`src/rtl/split_result_collector_if.sv`:
```
// split_result_collector_if: upstream result stream and packed-word output handshake bundle.
// Carries out_parity only when SPLIT_COLLECT_PARITY_EN is defined.
interface split_result_collector_if #(
    parameter int RESULT_W = 4,
    parameter int DEPTH    = 4
);
    logic                      in_valid;
    logic                      in_ready;
    logic [RESULT_W-1:0]       in_result;
    logic                      in_last;
    logic                      out_valid;
    logic                      out_ready;
    logic [2*RESULT_W-1:0]     out_data;
    logic                      out_half;
    logic [$clog2(DEPTH):0]    count;
`ifdef SPLIT_COLLECT_PARITY_EN
    logic                      out_parity;
`endif

    modport master (
        output in_valid, in_result, in_last, out_ready,
        input  in_ready, out_valid, out_data, out_half, count
`ifdef SPLIT_COLLECT_PARITY_EN
        , input out_parity
`endif
    );

    modport slave (
        input  in_valid, in_result, in_last, out_ready,
        output in_ready, out_valid, out_data, out_half, count
`ifdef SPLIT_COLLECT_PARITY_EN
        , output out_parity
`endif
    );
endinterface

```
`src/rtl/split_result_collector.sv`:
```
// split_result_collector: packs result pairs into {second, first} words in a FWFT FIFO.
// Define SPLIT_COLLECT_PARITY_EN to store and report a per-word XOR parity bit.
module split_result_collector #(
    parameter int RESULT_W = 4,
    parameter int DEPTH    = 4
) (
    input logic                   clk,
    input logic                   rst_n,
    split_result_collector_if.slave bus
);
    localparam int AW = $clog2(DEPTH);
    localparam int W  = 2 * RESULT_W;

    typedef enum logic {IDLE, HAVE_LOW} state_t;

    state_t              state;
    logic [RESULT_W-1:0] hold;
    logic [AW-1:0]       wr_ptr, rd_ptr;
    logic [AW:0]         count_q;
    logic [W-1:0]        data_mem [DEPTH];
    logic                half_mem [DEPTH];
    logic                full, empty, pop, acc, push;
    logic [W-1:0]        push_word;

    assign full      = count_q == (AW+1)'(DEPTH);
    assign empty     = count_q == '0;
    assign pop       = !empty && bus.out_ready;
    assign bus.in_ready = (state == IDLE && !bus.in_last) || !full || pop;
    assign acc       = bus.in_valid && bus.in_ready;
    assign push      = acc && (state == HAVE_LOW || bus.in_last);
    assign push_word = state == HAVE_LOW ? {bus.in_result, hold} : {{RESULT_W{1'b0}}, bus.in_result};

    assign bus.out_valid = !empty;
    assign bus.out_data  = empty ? '0 : data_mem[rd_ptr];
    assign bus.out_half  = !empty && half_mem[rd_ptr];
    assign bus.count     = count_q;

    always_ff @(posedge clk or negedge rst_n) begin
        if (!rst_n) begin
            state   <= IDLE;
            hold    <= '0;
            wr_ptr  <= '0;
            rd_ptr  <= '0;
            count_q <= '0;
        end else begin
            if (acc) begin
                state <= (state == IDLE && !bus.in_last) ? HAVE_LOW : IDLE;
                hold  <= (state == IDLE && !bus.in_last) ? bus.in_result : hold;
            end
            wr_ptr  <= wr_ptr + AW'(push);
            rd_ptr  <= rd_ptr + AW'(pop);
            count_q <= count_q + (AW+1)'(push) - (AW+1)'(pop);
        end
    end

    // Storage needs no reset: an empty count masks stale entries.
    always_ff @(posedge clk) begin
        if (push) begin
            data_mem[wr_ptr] <= push_word;
            half_mem[wr_ptr] <= state == IDLE;
        end
    end

`ifdef SPLIT_COLLECT_PARITY_EN
    logic par_mem [DEPTH];

    always_ff @(posedge clk) begin
        if (push) par_mem[wr_ptr] <= ^push_word;
    end

    assign bus.out_parity = !empty && par_mem[rd_ptr];
`endif
endmodule

```
`src/flat_wrapper.sv`:
```
// flat-port wrapper written by rule: the top's interface ports become plain ports
module split_result_collector_flat 
#(
    parameter int RESULT_W = 4,
    parameter int DEPTH    = 4
)
  (clk, rst_n, bus_in_valid, bus_in_result, bus_in_last, bus_out_ready, bus_in_ready, bus_out_valid, bus_out_data, bus_out_half, bus_count);
  split_result_collector_if #(.RESULT_W(RESULT_W), .DEPTH(DEPTH)) bus_i ();
  input logic clk;
  input logic rst_n;
  input wire logic [$bits(bus_i.in_valid)-1:0] bus_in_valid;
  input wire logic [$bits(bus_i.in_result)-1:0] bus_in_result;
  input wire logic [$bits(bus_i.in_last)-1:0] bus_in_last;
  input wire logic [$bits(bus_i.out_ready)-1:0] bus_out_ready;
  output wire logic [$bits(bus_i.in_ready)-1:0] bus_in_ready;
  output wire logic [$bits(bus_i.out_valid)-1:0] bus_out_valid;
  output wire logic [$bits(bus_i.out_data)-1:0] bus_out_data;
  output wire logic [$bits(bus_i.out_half)-1:0] bus_out_half;
  output wire logic [$bits(bus_i.count)-1:0] bus_count;
  assign bus_i.in_valid = bus_in_valid;
  assign bus_i.in_result = bus_in_result;
  assign bus_i.in_last = bus_in_last;
  assign bus_i.out_ready = bus_out_ready;
  assign bus_in_ready = bus_i.in_ready;
  assign bus_out_valid = bus_i.out_valid;
  assign bus_out_data = bus_i.out_data;
  assign bus_out_half = bus_i.out_half;
  assign bus_count = bus_i.count;
  split_result_collector #(.RESULT_W(RESULT_W), .DEPTH(DEPTH)) u_core (.clk(clk), .rst_n(rst_n), .bus(bus_i));
endmodule
```
`config.mk`:
```
export PLATFORM = sky130hd
export DESIGN_NAME = split_result_collector_flat
export DESIGN_NICKNAME = d
export VERILOG_FILES = /design/src/rtl/split_result_collector_if.sv /design/src/rtl/split_result_collector.sv /design/src/flat_wrapper.sv
export SDC_FILE = /design/constraint.sdc
export NUM_CORES = 1
export LEC_CHECK = 0
export ABC_AREA = 0
export CAP_MARGIN = 20
export CORE_UTILIZATION = 54
export CTS_CLUSTER_SIZE = 12
export DETAILED_ROUTE_END_ITERATION = 8
export GPL_TIMING_DRIVEN = 0
export PLACE_DENSITY = 0.77
export REMOVE_ABC_BUFFERS = 1
export SKIP_LAST_GASP = 1
export SLEW_MARGIN = 20
export SYNTH_ARGS = -nofsm -noshare
export SYNTH_HDL_FRONTEND = slang
export SYNTH_SLANG_ARGS = --single-unit
```
`constraint.sdc`:
```
create_clock -name clk -period 2.61 [get_ports clk]
set_input_delay 0.522 -clock clk [delete_from_list [all_inputs] [get_ports clk]]
set_output_delay 0.522 -clock clk [all_outputs]
set_load 0.05 [all_outputs]
```
Yosys cells after proc, flatten, opt, wreduce, memory -nomap -nowiden --
Memory sizes are Yosys's and may differ from the RTL's. Cells that the tools add are included.
Cells by class: add/sub/neg operators 4, multiply operators 0, div/mod/pow operators 0, order comparisons 0, eq/ne operators 1, shifts and indexed selects 0, multiplexer cells 5, bitwise operators 1, reductions and logical operators 13
Operators with widths (count):
- two-way mux 8 bit | 2
- logical AND 1 bit | 5
- adder 2 x 1 -> 2 bit | 2
- adder 3 x 1 -> 3 bit | 1
- == test 3 bit (second input constant) | 1
- zero test 1 bit | 3
- zero test 3 bit | 1
- logical OR 1 bit | 3
- two-way mux 1 bit | 3
- subtractor 3 x 1 -> 3 bit | 1
- AND reduction 2 bit | 1
- inverter 1 bit | 1
Storage, ports and cells: register bits after elaboration 12, latch bits 0, bits in writable memories 36, memory bits (read-only) 0, input bits 9, output and inout bits 14, logic and storage cells 31, memories 2
Memory list:
- u_core.data_mem | depth 4, width 8, read ports 1, clocked after Yosys merged registers in 0, write ports 1, RTL line split_result_collector.sv:20 | logic [W-1:0] data_mem [DEPTH];
- u_core.half_mem | depth 4, width 1, read ports 1, clocked after Yosys merged registers in 0, write ports 1, RTL line split_result_collector.sv:21 | logic half_mem [DEPTH];

Depth between registers and ports, before layout --
depth after elaboration 8, depth in mapped cells 9, mapped depth without buffers 8

Least setup slack after synthesis --
Ideal clock, no wire load.
path type reg-to-reg, from register u_core.count_q[1], in the netlist u_core.bus.count[1], to register u_core.count_q[2], in the netlist u_core.bus.count[2], library setup time 0.142 ns, data arrival time 2.410 ns, required time 2.468 ns, setup slack 0.058 ns, stages on the path, launching flop included 10, path buffers 1, period minus slack after synthesis 2.552 ns, cell sequence dfrtp_1 nor3_1 clkbuf_1 nor2b_1 ha_1 inv_1 ha_1 fa_1 xor2_1 xnor2_1
On the way: longest elaborated chain between the ends 8, elaborated cells between the ends (all ways) 11, classes of those cells 2 x add/sub; 1 x eq/ne; 8 x reduce/logical
RTL lines:
- from (decl) | RTL line split_result_collector.sv:19 | logic [AW:0] count_q;
- from (signal assigned) | RTL line split_result_collector.sv:52 | count_q <= count_q + (AW+1)'(push) - (AW+1)'(pop);
- == test 3 bit / zero test 3 bit (equally long branches) | RTL line split_result_collector.sv:25, split_result_collector.sv:26
- zero test 1 bit (on tied branches) | RTL line split_result_collector.sv:28, split_result_collector.sv:27
- logical OR 1 bit / logical AND 1 bit (equally long branches) | RTL line split_result_collector.sv:28, split_result_collector.sv:27
- logical OR 1 bit | RTL line split_result_collector.sv:28 | assign bus.in_ready = (state == IDLE && !bus.in_last) || !full || pop;
- logical AND 1 bit | RTL line split_result_collector.sv:29 | assign acc = bus.in_valid && bus.in_ready;
- logical AND 1 bit | RTL line split_result_collector.sv:30 | assign push = acc && (state == HAVE_LOW || bus.in_last);
- adder 3 x 1 -> 3 bit | RTL line split_result_collector.sv:52
- subtractor 3 x 1 -> 3 bit (*) | RTL line split_result_collector.sv:52
Mark *: on every way between the ends. The rest lies on a longest branch, timed or not. A chain may end at the register's enable or synchronous reset.

Worst setup path in the final report --
from register u_core.rd_ptr[0], to output bus_out_data[6]
On the way: longest elaborated chain between the ends 2
RTL lines:
- from (decl) | RTL line split_result_collector.sv:18 | logic [AW-1:0] wr_ptr, rd_ptr;
- from (signal assigned) | RTL line split_result_collector.sv:51 | rd_ptr <= rd_ptr + AW'(pop);
- memory (4 x 8 bit)
- two-way mux 8 bit | RTL line split_result_collector.sv:34 | assign bus.out_data = empty ? '0 : data_mem[rd_ptr];
- to (decl) | RTL line flat_wrapper.sv:17 | output wire logic [$bits(bus_i.out_data)-1:0] bus_out_data;
Every way passes these cells.

==> metrics.yaml <==
outcome: "finished, final reports clean"
tritoncts: "built"
switching_power_w: 0.00116
whs_path_depth: 1
finalHoldViolations: 0
synth-adder-area-share: 0.0350
synth_compound_area_frac: 0.0125
fill_cells: 232
endpoint_kind: "primary output"
syn_inst: 111
nets: 155
drt-initial-drc-count: 21
synthSimpleGateAreaFrac: 0.0762
yosys_most_used_dff: "edfxtp_1"
min_path_type: "reg2reg"
cts.sinks: 48
setup_tns_ns: 0
first_pass_iters: 4
ant_nets: 0
p_leak_nw: 0.916
path_clk_slew_ns: 0.08
power_frac_seq: 0.402
reg2reg_from: "u_core.bus.count[1]"
dp_hpwl_um: 2120
slew_violations: 0
die_h_um: 62.9
netSwitchingFraction: 0.390
drc_errors: 0
min_period_over_period: 0.950
cp-start-kind: "flop"
grt_overflow_total: 0
grt_pass1_vias: 1051
synth.mux.area_fraction: 0.146
cts_max_level: 2
synth_edf_count: 36
numCtsBuffers: 5
yosys_warnings: 0
max-cap-violations: 0
fmax_ghz: 0.403
worst-r2r-cell-count: 7
synthXorXnorAreaFrac: 0.0175
syn2layout_area_growth_pct: 21.5
ys_async_sr_fraction: 0.250
setup_violations: 0
io_buffers: 22
rsz0062_at_grt: "false"
synth_top_family_by_area: "multiplexers"
grt_max_degree: 15
track_usage: 0.184
crit_fanout: 10
start_util: 0.582
coreArea_mm2: 0.00344
clock_skew_ns: 0.00418
synth.distinct_cells: 24
yosys_register_bits: 48
worst_slew_pin_slew_ns: 0.898
rrSetupSlack_ns: 0.30
die-width_um: 62.9
dieArea_mm2: 0.00396
cts_max_path_buffers: 2
slew_headroom: 0.399
crit_type: "reg2out"
internal_power_w: 0.00181
fin_crit_ns: 2.48
yosysSeqAreaShare: 0.690
syn_area_mm2: 0.00200
root_buffer: "clkbuf_8"
combPwrFrac: 0.427
antenna_found_initial: 0
routed_wl_um: 3010
clock_power_share: 0.170
worstPathArrival_ns: 1.96
place_congestion: 0.719
viasPerCell: 5.32
syn_area_per_cell_um2: 18.0
p_per_area_mw_per_mm2: 1220
ioPinCount: 23
drive_above_1_share: 0.275
routedWlPerCell_um: 16.0
route.vias.total: 1000
power.total_w: 0.00296
antenna_cells: 0
hold_start: "u_core.hold[2]"
worstReg2RegEnd: "u_core.bus.count[2]"
grt_pass1_wl_um: 5170
clock_latency_ns: 0.29
num_rows: 21
min_to: "u_core.hold[2]"
critPathRequiredTime_ns: 2.09
vdd_drop_max_mv: 0.822
==> critical path, stage by stage, from the launching register on <==
cell           delay, ns
dfrtp_2             0.57
mux4_2              0.54
nor2b_1             0.14
dlygate4sd2_1       0.42
==> power groups by stage <==
stage	Sequential, W	Clock, W	Combinational, W
after floorplan	0.00123	0	0.000851
after global placement	0.00119	0	0.00127
after detailed placement	0.00121	0	0.00131
after CTS	0.00120	0.000518	0.00125
after global routing	0.00122	0.000551	0.00135
final	0.00119	0.000504	0.00127
==> stage by stage <==
step | cell area, um^2 | cells | hold WS, ns | setup WS, ns | utilization
after floorplan | 1980 | 107 | 0.226 | -0.164 | -
after global placement | 2260 | 175 | 0.483 | -0.536 | 0.657
after detailed placement | 2300 | 178 | 0.495 | -0.259 | 0.669
after CTS | 2410 | 186 | 0.513 | -0.226 | 0.699
after global routing | 2430 | 188 | 0.520 | 0.0138 | 0.707
final | 2430 | 188 | 0.509 | 0.130 | 0.707
==> repair_timing <==
item                       CTS  global route
hold buffers                 0             0
gates resized for setup     11             3
pin swaps                    0             1
buffers inserted             0             2
setup endpoints to repair   12             6
==> Yosys cell counts (all sizes together) (2+ instances only) <==
cell    count  area (um^2)
inv         7         26.3
edfxtp     36         1080
buf         2         12.5
xor2        3         26.3
nor3b       3         27.5
nor3        2         10.0
ha          4         50.1
clkbuf      2         7.51
dfrtp      12          300
nor2b      10         62.6
and2        4         25.0
mux2        8         90.1
mux4        9          203
==> cells in the final DEF, fill, tap and decap left out, types with 3 or more instances in the layout <==
master and count:
and2_1 4, buf_4 4, clkbuf_8 5, clkdlybuf4s50_1 12, dfrtp_1 11, dlygate4sd2_1 8
edfxtp_1 36, ha_1 4, inv_1 7, mux2_2 8, mux4_2 9, nor2b_1 10
nor3b_2 3, xor2_1 3
==> registers in the layout (all words and copies together) (netlist names) <==
| register | flops |
|---|---|
| u_core.wr_ptr | 2 |
| u_core.half_mem | 4 |
| u_core.data_mem | 32 |
| u_core.bus.count | 3 |
| u_core.hold | 4 |
| u_core.rd_ptr | 2 |
| u_core.state | 1 |
==> area by class of cell <==
cell class              instances  area (um^2)  area share
well taps                      46         57.6      0.0237
repair buffers                 27          258       0.106
clock inverters                 2         35.0      0.0144
inverters                       7         26.3      0.0108
multi-input cells              52          602       0.247
clock buffers                   6         72.6      0.0298
flip-flops and latches         48         1380       0.568
==> cells by family (layout without fill, tap and decap cells) <==
logic type      Yosys count  in the layout
flops                    48             48
mux                      17             17
fa+ha+maj                 5              5
xor+xnor                  4              4
buf+inv                  11             42
simple gates             23             23
compound gates            3              3
==> per-layer routing <==
layer  vias up  GRT usage  wire length [um]
li1        469          -                 -
met1       501      0.210              1180
met2        28      0.317              1680
met3         2     0.0566               128
met4         0     0.0785                22
met5         -          0                 0
==> worst max-delay path by stage <==
stage	start	endpoint	depth (start not counted)
floorplan	u_core.bus.count[1]	u_core.bus.count[2]	8
global placement	u_core.bus.count[1]	u_core.bus.count[2]	8
detailed placement	bus_out_ready	bus_in_ready	4
CTS	u_core.rd_ptr[0]	bus_out_data[2]	3
global route	u_core.rd_ptr[0]	bus_out_data[0]	3
finish	u_core.rd_ptr[0]	bus_out_data[6]	3
(Power assumes the default switching activity.)
